==> src/rtl/sync_dp_ram_if.sv <==
// Request/response bundle for sync_dp_ram: write port, read port and status.
// The master side issues requests; the slave side is the RAM itself.
interface sync_dp_ram_if #(
  parameter int DATA_WIDTH = 16,
  parameter int ADDR_WIDTH = 4,
  parameter int BYTE_WIDTH = 8
);
  localparam int NBYTES = DATA_WIDTH / BYTE_WIDTH;

  logic                  wr_en;
  logic [ADDR_WIDTH-1:0] wr_addr;
  logic [DATA_WIDTH-1:0] wr_data;
  logic [NBYTES-1:0]     wr_be;
  logic                  rd_en;
  logic [ADDR_WIDTH-1:0] rd_addr;
  logic [DATA_WIDTH-1:0] rd_data;
  logic                  rd_valid;
  logic                  init_busy;

  modport master (
    output wr_en, wr_addr, wr_data, wr_be, rd_en, rd_addr,
    input  rd_data, rd_valid, init_busy
  );

  modport slave (
    input  wr_en, wr_addr, wr_data, wr_be, rd_en, rd_addr,
    output rd_data, rd_valid, init_busy
  );
endinterface

==> src/rtl/sync_dp_ram.sv <==
// Synchronous dual-port RAM with byte enables, write-first reads and a post-reset clear.
// Define SYNC_DP_RAM_OUTREG_EN to add a second output register (read latency 2).
module sync_dp_ram #(
  parameter int DATA_WIDTH = 16,
  parameter int ADDR_WIDTH = 4,
  parameter int BYTE_WIDTH = 8
) (
  input logic         clk,
  input logic         rst,
  sync_dp_ram_if.slave bus
);
  localparam int DEPTH  = 2 ** ADDR_WIDTH;
  localparam int NBYTES = DATA_WIDTH / BYTE_WIDTH;

  typedef enum logic {INIT = 1'b0, READY = 1'b1} state_t;

  function automatic logic [DATA_WIDTH-1:0] merge_lanes(
    input logic [DATA_WIDTH-1:0] old_w,
    input logic [DATA_WIDTH-1:0] new_w,
    input logic [NBYTES-1:0]     be
  );
    logic [DATA_WIDTH-1:0] r;
    r = old_w;
    for (int i = 0; i < NBYTES; i++) begin
      if (be[i]) r[i*BYTE_WIDTH +: BYTE_WIDTH] = new_w[i*BYTE_WIDTH +: BYTE_WIDTH];
    end
    return r;
  endfunction

  state_t                state_q, state_d;
  logic [ADDR_WIDTH-1:0] init_cnt;
  logic                  init_last;
  logic                  init_wr, wr_acc, rd_acc;
  logic [DATA_WIDTH-1:0] mem [DEPTH];
  logic [DATA_WIDTH-1:0] rd_word;
  logic [DATA_WIDTH-1:0] rd_data_p0;
  logic                  vld_p0;

  assign init_last = (init_cnt == {ADDR_WIDTH{1'b1}});

  always_ff @(posedge clk) begin
    if (rst) begin
      state_q  <= INIT;
      init_cnt <= '0;
    end else begin
      state_q <= state_d;
      if (state_q == INIT) init_cnt <= init_cnt + ADDR_WIDTH'(1);
    end
  end

  always_comb begin
    state_d = state_q;
    if (state_q == INIT && init_last) state_d = READY;
  end

  // Requests are only honoured in READY and never on a reset edge.
  always_comb begin
    bus.init_busy = (state_q == INIT);
    init_wr       = (state_q == INIT)  && !rst;
    wr_acc        = (state_q == READY) && !rst && bus.wr_en;
    rd_acc        = (state_q == READY) && !rst && bus.rd_en;
  end

  always_ff @(posedge clk) begin
    if (init_wr) begin
      mem[init_cnt] <= '0;
    end else if (wr_acc) begin
      mem[bus.wr_addr] <= merge_lanes(mem[bus.wr_addr], bus.wr_data, bus.wr_be);
    end
  end

  // Write-first: a same-edge write to the read address forwards its enabled lanes.
  always_comb begin
    rd_word = mem[bus.rd_addr];
    if (wr_acc && (bus.wr_addr == bus.rd_addr)) begin
      rd_word = merge_lanes(rd_word, bus.wr_data, bus.wr_be);
    end
  end

  // Stage p0: array read register
  always_ff @(posedge clk) begin
    if (rst) begin
      vld_p0     <= 1'b0;
      rd_data_p0 <= '0;
    end else begin
      vld_p0 <= rd_acc;
      if (rd_acc) rd_data_p0 <= rd_word;
    end
  end

`ifdef SYNC_DP_RAM_OUTREG_EN
  logic [DATA_WIDTH-1:0] rd_data_p1;
  logic                  vld_p1;

  // Stage p1: extra output register
  always_ff @(posedge clk) begin
    if (rst) begin
      vld_p1     <= 1'b0;
      rd_data_p1 <= '0;
    end else begin
      vld_p1 <= vld_p0;
      if (vld_p0) rd_data_p1 <= rd_data_p0;
    end
  end

  assign bus.rd_data  = rd_data_p1;
  assign bus.rd_valid = vld_p1;
`else
  assign bus.rd_data  = rd_data_p0;
  assign bus.rd_valid = vld_p0;
`endif
endmodule

==> src/flat_wrapper.sv <==
// flat-port wrapper written by rule: the top's interface ports become plain ports
module sync_dp_ram_flat 
#(
  parameter int DATA_WIDTH = 16,
  parameter int ADDR_WIDTH = 4,
  parameter int BYTE_WIDTH = 8
)
  (clk, rst, bus_wr_en, bus_wr_addr, bus_wr_data, bus_wr_be, bus_rd_en, bus_rd_addr, bus_rd_data, bus_rd_valid, bus_init_busy);
  sync_dp_ram_if #(.DATA_WIDTH(DATA_WIDTH), .ADDR_WIDTH(ADDR_WIDTH), .BYTE_WIDTH(BYTE_WIDTH)) bus_i ();
  input logic clk;
  input logic rst;
  input wire logic [$bits(bus_i.wr_en)-1:0] bus_wr_en;
  input wire logic [$bits(bus_i.wr_addr)-1:0] bus_wr_addr;
  input wire logic [$bits(bus_i.wr_data)-1:0] bus_wr_data;
  input wire logic [$bits(bus_i.wr_be)-1:0] bus_wr_be;
  input wire logic [$bits(bus_i.rd_en)-1:0] bus_rd_en;
  input wire logic [$bits(bus_i.rd_addr)-1:0] bus_rd_addr;
  output wire logic [$bits(bus_i.rd_data)-1:0] bus_rd_data;
  output wire logic [$bits(bus_i.rd_valid)-1:0] bus_rd_valid;
  output wire logic [$bits(bus_i.init_busy)-1:0] bus_init_busy;
  assign bus_i.wr_en = bus_wr_en;
  assign bus_i.wr_addr = bus_wr_addr;
  assign bus_i.wr_data = bus_wr_data;
  assign bus_i.wr_be = bus_wr_be;
  assign bus_i.rd_en = bus_rd_en;
  assign bus_i.rd_addr = bus_rd_addr;
  assign bus_rd_data = bus_i.rd_data;
  assign bus_rd_valid = bus_i.rd_valid;
  assign bus_init_busy = bus_i.init_busy;
  sync_dp_ram #(.DATA_WIDTH(DATA_WIDTH), .ADDR_WIDTH(ADDR_WIDTH), .BYTE_WIDTH(BYTE_WIDTH)) u_core (.clk(clk), .rst(rst), .bus(bus_i));
endmodule
==> config.mk <==
export PLATFORM = sky130hd
export DESIGN_NAME = sync_dp_ram_flat
export DESIGN_NICKNAME = d
export VERILOG_FILES = /design/src/rtl/sync_dp_ram_if.sv /design/src/rtl/sync_dp_ram.sv /design/src/flat_wrapper.sv
export SDC_FILE = /design/constraint.sdc
export NUM_CORES = 1
export LEC_CHECK = 0
export CORE_AREA = 2 2 140 142
export DETAILED_ROUTE_END_ITERATION = 10
export DIE_AREA = 0 0 142 144
export PLACE_DENSITY = 0.83
export SETUP_SLACK_MARGIN = 0.15
export SLEW_MARGIN = 20
export SYNTH_ARGS = -nofsm -noshare
export SYNTH_HDL_FRONTEND = slang
export SYNTH_SLANG_ARGS = --single-unit
==> constraint.sdc <==
create_clock -name clk -period 3.3 [get_ports clk]
set_input_delay 0.825 -clock clk [delete_from_list [all_inputs] [get_ports clk]]
set_output_delay 0.825 -clock clk [all_outputs]
set_load 0.02 [all_outputs]
==> summary.md <==
| Metric | Value |
|---|---|
| Final ANT Viol Nets | 0 |
| Mapped Nets | between 600 and 700 |
| DRC Markers | 0 |
| H-tree depth | 1 |
| Critical path type | primary input to flip-flop |
| Crit path arrival time | 3.03 ns |
| Layout Skew | roughly 0.011 ns |
| Root buffer cell | clkbuf_16 |
| Syn Inst Count | 600 |
| CTS clk-pin slew, worst paths | 0.06 ns |
| Placed cell area | about 12000 um^2 |
| Finished Cell Area | between 10000 and 15000 um^2 |
| Drt total wl | roughly 26000 um |
| Crit path max fanout | 11 |
| Post CTS Setup Buffer Count | 0 |
| Dpl hpwl | 16000 um |
| Max Clk Rate | between 300 and 400 MHz |
| Setup violations, final | 0 |
| Compound-Gate Fraction of Synth Area | ~2.7% |
| Post-synthesis xor/xnor area fraction | less than 1% |
| Status | finished, final reports clean |
| DP Worst Slack | -0.148 ns |
| Final count of pins violating max slew | 0 |
| Area occupied by multi-input gates | 2820 um^2 |
| Pre-antenna DRT Iters | 6 |
| Fin nets | between 700 and 800 |
| Yosys cell types | 34 |
| Die area | about 20000 um^2 |
| Period utilisation layout | 83.5% |
| Final WS setup | about 0.55 ns |
| Initial antenna violation count | 1 |
| Synth Area in Simple Gates | 5.37% |
| Final core occ | between 60% and 70% |
| GPL Wtd Cong | approximately 0.87 |
| Routed vias/inst | between 6 and 7 |
| Vias in the first global route | roughly 6500 |
| FF-to-FF path depth | 7 |
| Worst r2r src | u_core.state_q$_SDFFE_PP0P_ |
| Yosys top cell area share | 68.9% |
| First-pass GRT wire length | 39700 um |
| Core area | 19100 um^2 |
| Avg Cell Area, Syn | about 19 um^2 |
| Vias | approximately 6300 |
| Worst setup SP type | primary input |
| Synthesized flop and latch total | around 280 |
| First DRT Iteration DRCs | about 690 |
| Yosys top cell by area | edfxtp_1 |
| Critical path capture point | u_core.mem[4][13]$_DFFE_PP_ |
| Die X | between 100 and 150 um |
| Cts repair resizes | 0 |
| Routed WL per cell | 27.8 um |
| CTS tree | done |
| Antenna cells | 0 |
| Yosys warning count | 0 |
| Worst reg2reg endpoint | u_core.mem[4][13]$_DFFE_PP_ |
| Area of the mapped netlist | 11200 um^2 |
| # rows | 51 |
| Layout cells sized above 1 | between 20 and 25% |
| Worst skew pair latency | around 0.52 ns |
| Slew headroom | between 50 and 60% |
| Main combinational cell family by area after synthesis | multiplexers |
| Final hold viol count | 0 |
| R2r setup slk | around 0.71 ns |
| Largest net degree at the start of global routing | 30 |
| Synth Area in Adders | less than 1% |
| GRT Total Usage | 26.5% |
| Required @ worst endpoint | between 3 and 4 ns |
| Setup crit end kind | flip-flop |
| Worst slew pin tran | about 0.74 ns |
| Leak pwr | roughly 4.5 nW |
| Pwr per Cell Area | about 560 nW/um^2 |
| CTS Hold Bufs | 0 |
| Clock sinks | approximately 280 |
| RSZ-0062 raised after global routing | no |
| Number of I/O pins | between 40 and 50 |
| Min Tclk post-route | around 2.8 ns |
| Global routing met1 resource utilization | between 30% and 40% |
| HP Class | flip-flop to flip-flop |
| FF/Latch Area | ~8000 um^2 |
| Mux share of post-synthesis cell area | 16.4% |
| Area Overhead vs Synth | 16.9% |
| Seq/Total Area, Yosys | ~73% |
| CTS Buf Count | 26 |
| # port buffers | between 40 and 50 |
| Peak supply drop | ~0.35 mV |
| Routing usage on met2 | 44.2% |
| Max Cap Viol | 0 |
| Met3 Resource Use GR | 4.34% |
| Bufs on Longest Clock Path | 3 |
| Starting Density | roughly three fifths |
| Grt ovf | 0 |
| Filler instances | between 1000 and 1500 |
| Top post-synthesis cells by area | edfxtp_1, mux4_2, dfxtp_1, nor2_1, mux4_1 |
| CP startpoint | bus_wr_en |
| GR peak layer | met2 |
| Die Ht | 144 um |
## Yosys cell counts
master	n
clkbuf_1	6
nand2_1	16
ha_1	1
and3_1	2
nor3b_1	2
nor2b_1	4
nand3_1	9
mux4_2	71
nand2b_1	4
edfxtp_1	256
xnor2_1	2
dfxtp_1	22
buf_8	2
clkinv_1	13
nor3_1	2
a21oi_2	1
mux2i_1	7
buf_6	3
and2_1	17
o41ai_1	1
inv_1	4
buf_2	14
a31oi_1	4
a21oi_1	28
nand4_1	3
buf_1	1
buf_4	1
a211oi_1	3
xor2_1	5
nand3b_1	2
o21ai_0	14
a22oi_1	3
mux4_1	6
nor2_1	71
## power breakdown
part / switching, mW / leakage, nW / internal [mW]
logic: 0.203 / 1.36 / 0.179
clock network: 1.26 / 0.416 / 1.81
registers: 0.0173 / 2.77 / 3.83
## per-stage QoR
stage / TNS, ns / instances / total power [mW] / hold slack, ns
CTS: 0 / 952 / 7.30 / 0.510
global placement: -0.884 / 904 / 4.27 / 0.489
floorplan: 0 / 600 / 4.15 / 0.505
finish: 0 / 952 / 7.30 / 0.511
detailed placement: -4.75 / 904 / 4.28 / 0.501
global route: 0 / 952 / 7.45 / 0.540
## state kept, by name, indices dropped and copies added, names as in the netlist
signal               count
u_core.bus.rd_data      16
u_core.bus.rd_valid      1
u_core.init_cnt          4
u_core.mem             256
u_core.state_q           1
## worst max-delay path, stage by stage
cell and delay [ns]:
clkdlybuf4s50_1 0.52, nand3b_1 0.14, nor2_1 0.18, buf_4 0.24, nor3_1 0.09, a31oi_2 0.61
nor2_1 0.20, buf_4 0.23
## worst min-delay path by stage
| stage | end | cells after the start | start |
|---|---|---|---|
| final | u_core.bus.rd_data[11]$_SDFFE_PP0P_ | 2 | u_core.bus.rd_data[11]$_SDFFE_PP0P_ |
| after global routing | u_core.bus.rd_data[11]$_SDFFE_PP0P_ | 2 | u_core.bus.rd_data[11]$_SDFFE_PP0P_ |
| after CTS | u_core.bus.rd_data[11]$_SDFFE_PP0P_ | 2 | u_core.bus.rd_data[11]$_SDFFE_PP0P_ |
| after detailed placement | u_core.bus.rd_data[11]$_SDFFE_PP0P_ | 2 | u_core.bus.rd_data[11]$_SDFFE_PP0P_ |
| after global placement | u_core.bus.rd_data[3]$_SDFFE_PP0P_ | 2 | u_core.bus.rd_data[3]$_SDFFE_PP0P_ |
| after floorplan | u_core.state_q$_SDFFE_PP0P_ | 2 | u_core.init_cnt[3]$_SDFFE_PP0N_ |
## cells in the final DEF (no fill, tap or decap), types with 5 or more instances in the layout
master             n
nand3_1            9
xor2_1             5
clkbuf_16         27
a21oi_1           28
nand2_1           16
o21ai_0           14
mux4_1             6
buf_4             43
clkbuf_1           6
and2_1            17
nor2_1            71
edfxtp_1         256
clkdlybuf4s50_1   45
mux2i_1            7
clkinv_1          20
mux4_2            71
dfxtp_1           22
## layout make-up
type                       instances  share of cell area [%]
clock buffer                      33                    5.36
multi-input combinational        278                    21.6
inverter                          17                   0.489
tap                              238                    2.28
sequential                       278                    62.3
clock inverter                    15                    1.34
timing repair buffer              93                    6.58
## metal layers
metal | vias up | wire [um]
met4 | 2 | 885
li1 | 2573 | -
met2 | 486 | 13200
met1 | 3205 | 9770
met3 | 81 | 2600
met5 | - | 13
## cell families after synthesis
| group | after synthesis |
|---|---|
| simple gates | 132 |
| buf+inv | 44 |
| flops | 278 |
| mux | 84 |
| fa+ha+maj | 1 |
| xor+xnor | 7 |
| compound gates | 54 |
(Power assumes the default switching activity.)
==> variant (config.mk and constraints unchanged) <==
`BYTE_WIDTH` is set to 8 in 3 places; all go to 10.
--- a/src/rtl/sync_dp_ram_if.sv
+++ b/src/rtl/sync_dp_ram_if.sv
@@ -3,7 +3,7 @@
 interface sync_dp_ram_if #(
   parameter int DATA_WIDTH = 16,
   parameter int ADDR_WIDTH = 4,
-  parameter int BYTE_WIDTH = 8
+  parameter int BYTE_WIDTH = 10
 );
   localparam int NBYTES = DATA_WIDTH / BYTE_WIDTH;
 
--- a/src/rtl/sync_dp_ram.sv
+++ b/src/rtl/sync_dp_ram.sv
@@ -3,7 +3,7 @@
 module sync_dp_ram #(
   parameter int DATA_WIDTH = 16,
   parameter int ADDR_WIDTH = 4,
-  parameter int BYTE_WIDTH = 8
+  parameter int BYTE_WIDTH = 10
 ) (
   input logic         clk,
   input logic         rst,
--- a/src/flat_wrapper.sv
+++ b/src/flat_wrapper.sv
@@ -3,7 +3,7 @@
 #(
   parameter int DATA_WIDTH = 16,
   parameter int ADDR_WIDTH = 4,
-  parameter int BYTE_WIDTH = 8
+  parameter int BYTE_WIDTH = 10
 )
   (clk, rst, bus_wr_en, bus_wr_addr, bus_wr_data, bus_wr_be, bus_rd_en, bus_rd_addr, bus_rd_data, bus_rd_valid, bus_init_busy);
   sync_dp_ram_if #(.DATA_WIDTH(DATA_WIDTH), .ADDR_WIDTH(ADDR_WIDTH), .BYTE_WIDTH(BYTE_WIDTH)) bus_i ();
Interface: changed (resized bus_wr_be); port bits go from 48 to 47. The function was not compared with the original's and may differ.
==> variant against the unedited design <==
  * Total power fell by 38%
  * Register-to-register slack improved by 150 ps
  * Sequential cell count fell by 102
  * Synthesized area shrank 35%
  * Wire length down 38%
  * Setup slack worse by 35 ps
  * Worst hold slack better by 94 ps
  * Synthesized cell count fell by 26%
  * First-iteration DRC count shrank 6.1%
  * Design area down 35%
  * Critical path type unchanged
  * Critical endpoint is now u_core.mem[11][9]
  * Largest cell class unchanged
  * Largest power group unchanged
==> variant: results (changes against the unedited design) <==
| Metric | Value |
|---|---|
| Outcome | finished clean |
| Async set-reset flop share out of synthesis | 0 (unchanged) |
| Post-cts gate resize count | 0 (unchanged) |
| Starting DRT DRC Count | 643 (-6.1%) |
| DP Wirelength | 10,400 µm (-35%) |
| Buffer depth of the longest clock path | 2 (-1) |
| Post-CTS setup buffers | 0 (unchanged) |
| IO Port Bufs | 34 (-28%) |
| Biggest register | u_core.mem |
| List of most frequent post-synthesis cells | edfxtp_1, nor2_1, mux4_2 |
| Metal2 WL | 7910 µm (-40%) |
| Dominant cells by area after synthesis | edfxtp_1, mux4_2, dfxtp_1, mux2i_1, nor2_1 |
| Reg2reg start | u_core.state_q |
| Via count | 4,321 (-32%) |
| H-tree Lvls | 4 (+3) |
| Number of synthesis warnings | 0 (unchanged) |
| Met1 Routed Length | 6250 µm (-36%) |
| Vias in the first global route | 4,325 (-33%) |
| Layout cells sized above 1 | 0.196 (-0.0256) |
| Total track usage | 0.166 (-0.0984) |
| CP startpoint | rst |
| Post-layout nets | 533 (-26%) |
| Flop2flop setup slack | 860 ps (+150 ps) |
| Reg2Reg Depth | 6 (-1) |
| Worst VDD drop | 0.339 mV (-3.7%) |
| DR top layer | met5 |
| Metal3 WL | 1750 µm (-33%) |
| Clock root buffer | clkbuf_16 |
| Router iterations before antenna repair | 6 (unchanged) |
| Hold crit path type | reg2reg |
| Critical Path End | u_core.mem[11][9] |
| Max FFs per register | 160 (-38%) |
| CTS buffer count | 17 (-35%) |
| Largest fanout on the critical path | 10 (-1) |
| Worst slew margin | 0.476 (-0.0277) |
| Worst-path clk slew | 70 ps |
| Worst Clk Skew | 9.39 ps (-1.71 ps) |
| Crit path DAT | 2920 ps (-110 ps) |
| Clock Latency Late Sink | 430 ps (-90 ps) |
| Lkg Pwr | 3.07 nW (-32%) |
| Crit-path max cell delay | 420 ps (-190 ps) |
| Synth unique cells | 41 (+21%) |
| WL per Instance | 21.8 µm (-21%) |
| Met2 GRT Util | 0.265 (-0.177) |
| Register area share after synthesis | 0.705 (-0.0239) |
| Met3 GRT Util | 0.0477 (+0.00430) |
| Met1 Usage GRT | 0.210 (-0.152) |
| Number of synthesized flops with an enable pin | 160 (-38%) |
| Worst flop-to-flop path endpoint | u_core.mem[11][9] |
| Slowest cell on crit path | nand4b_1 |
| Initial antenna violation count | 2 (+1) |
| GP Congestion | 0.836 (-4.2%) |
| First-pass GRT wire length | 24,700 µm (-38%) |
| Largest net degree at the start of global routing | 26 (-13%) |
variant: kinds of logic after synthesis:
group / Yosys count / share of synthesized area
xor+xnor: 7 / 0.00843
other cells: 1 / 0.000516
flops: 176 / 0.705
mux: 61 / 0.136
compound gates: 52 / 0.0439
simple gates: 113 / 0.0752
fa+ha+maj: 1 / 0.00172
buf+inv: 35 / 0.0294
variant: final cells by class:
| class | count | area [µm²] |
|---|---|---|
| fillers | 1545 | 10600 |
| clock inverters | 15 | 110 |
| inverters | 5 | 18.8 |
| diodes | 1 | 2.50 |
| flip-flops and latches | 176 | 5120 |
| multi-input cells | 240 | 1950 |
| clock buffers | 17 | 425 |
| well taps | 238 | 298 |
| repair buffers | 63 | 561 |
variant: worst min path at each step:
stage / from / to / slack (ps) / cells past startpoint
CTS: u_core.init_cnt[3] / u_core.state_q / 590 / 2
global placement: u_core.init_cnt[3] / u_core.state_q / 530 / 2
detailed placement: u_core.init_cnt[3] / u_core.state_q / 570 / 2
global route: u_core.init_cnt[3] / u_core.state_q / 610 / 2
finish: u_core.init_cnt[3] / u_core.state_q / 600 / 2
floorplan: u_core.init_cnt[3] / u_core.state_q / 500 / 2
variant: critical path, delay by kind of cell:
family	cells	cell delay [ps]
buffers and inverters	3	960
and+or+nand+nor	2	630
AOI/OAI and AO/OA	2	500
variant: where the power goes:
| part | switching [mW] | total, mW | internal [mW] |
|---|---|---|---|
| clock network | 0.857 | 1.83 | 0.971 |
| logic | 0.131 | 0.237 | 0.106 |
| registers | 0.0118 | 2.43 | 2.42 |
variant: per-stage QoR:
stage	instance area [µm²]	hold slack, ps	setup WS [ps]	util	instances
floorplan	7290	501	594	-	451
global placement	7960	528	315	0.417	722
detailed placement	7960	574	155	0.417	722
CTS	8490	587	599	0.445	754
global route	8490	612	438	0.445	754
finish	8490	604	511	0.445	755
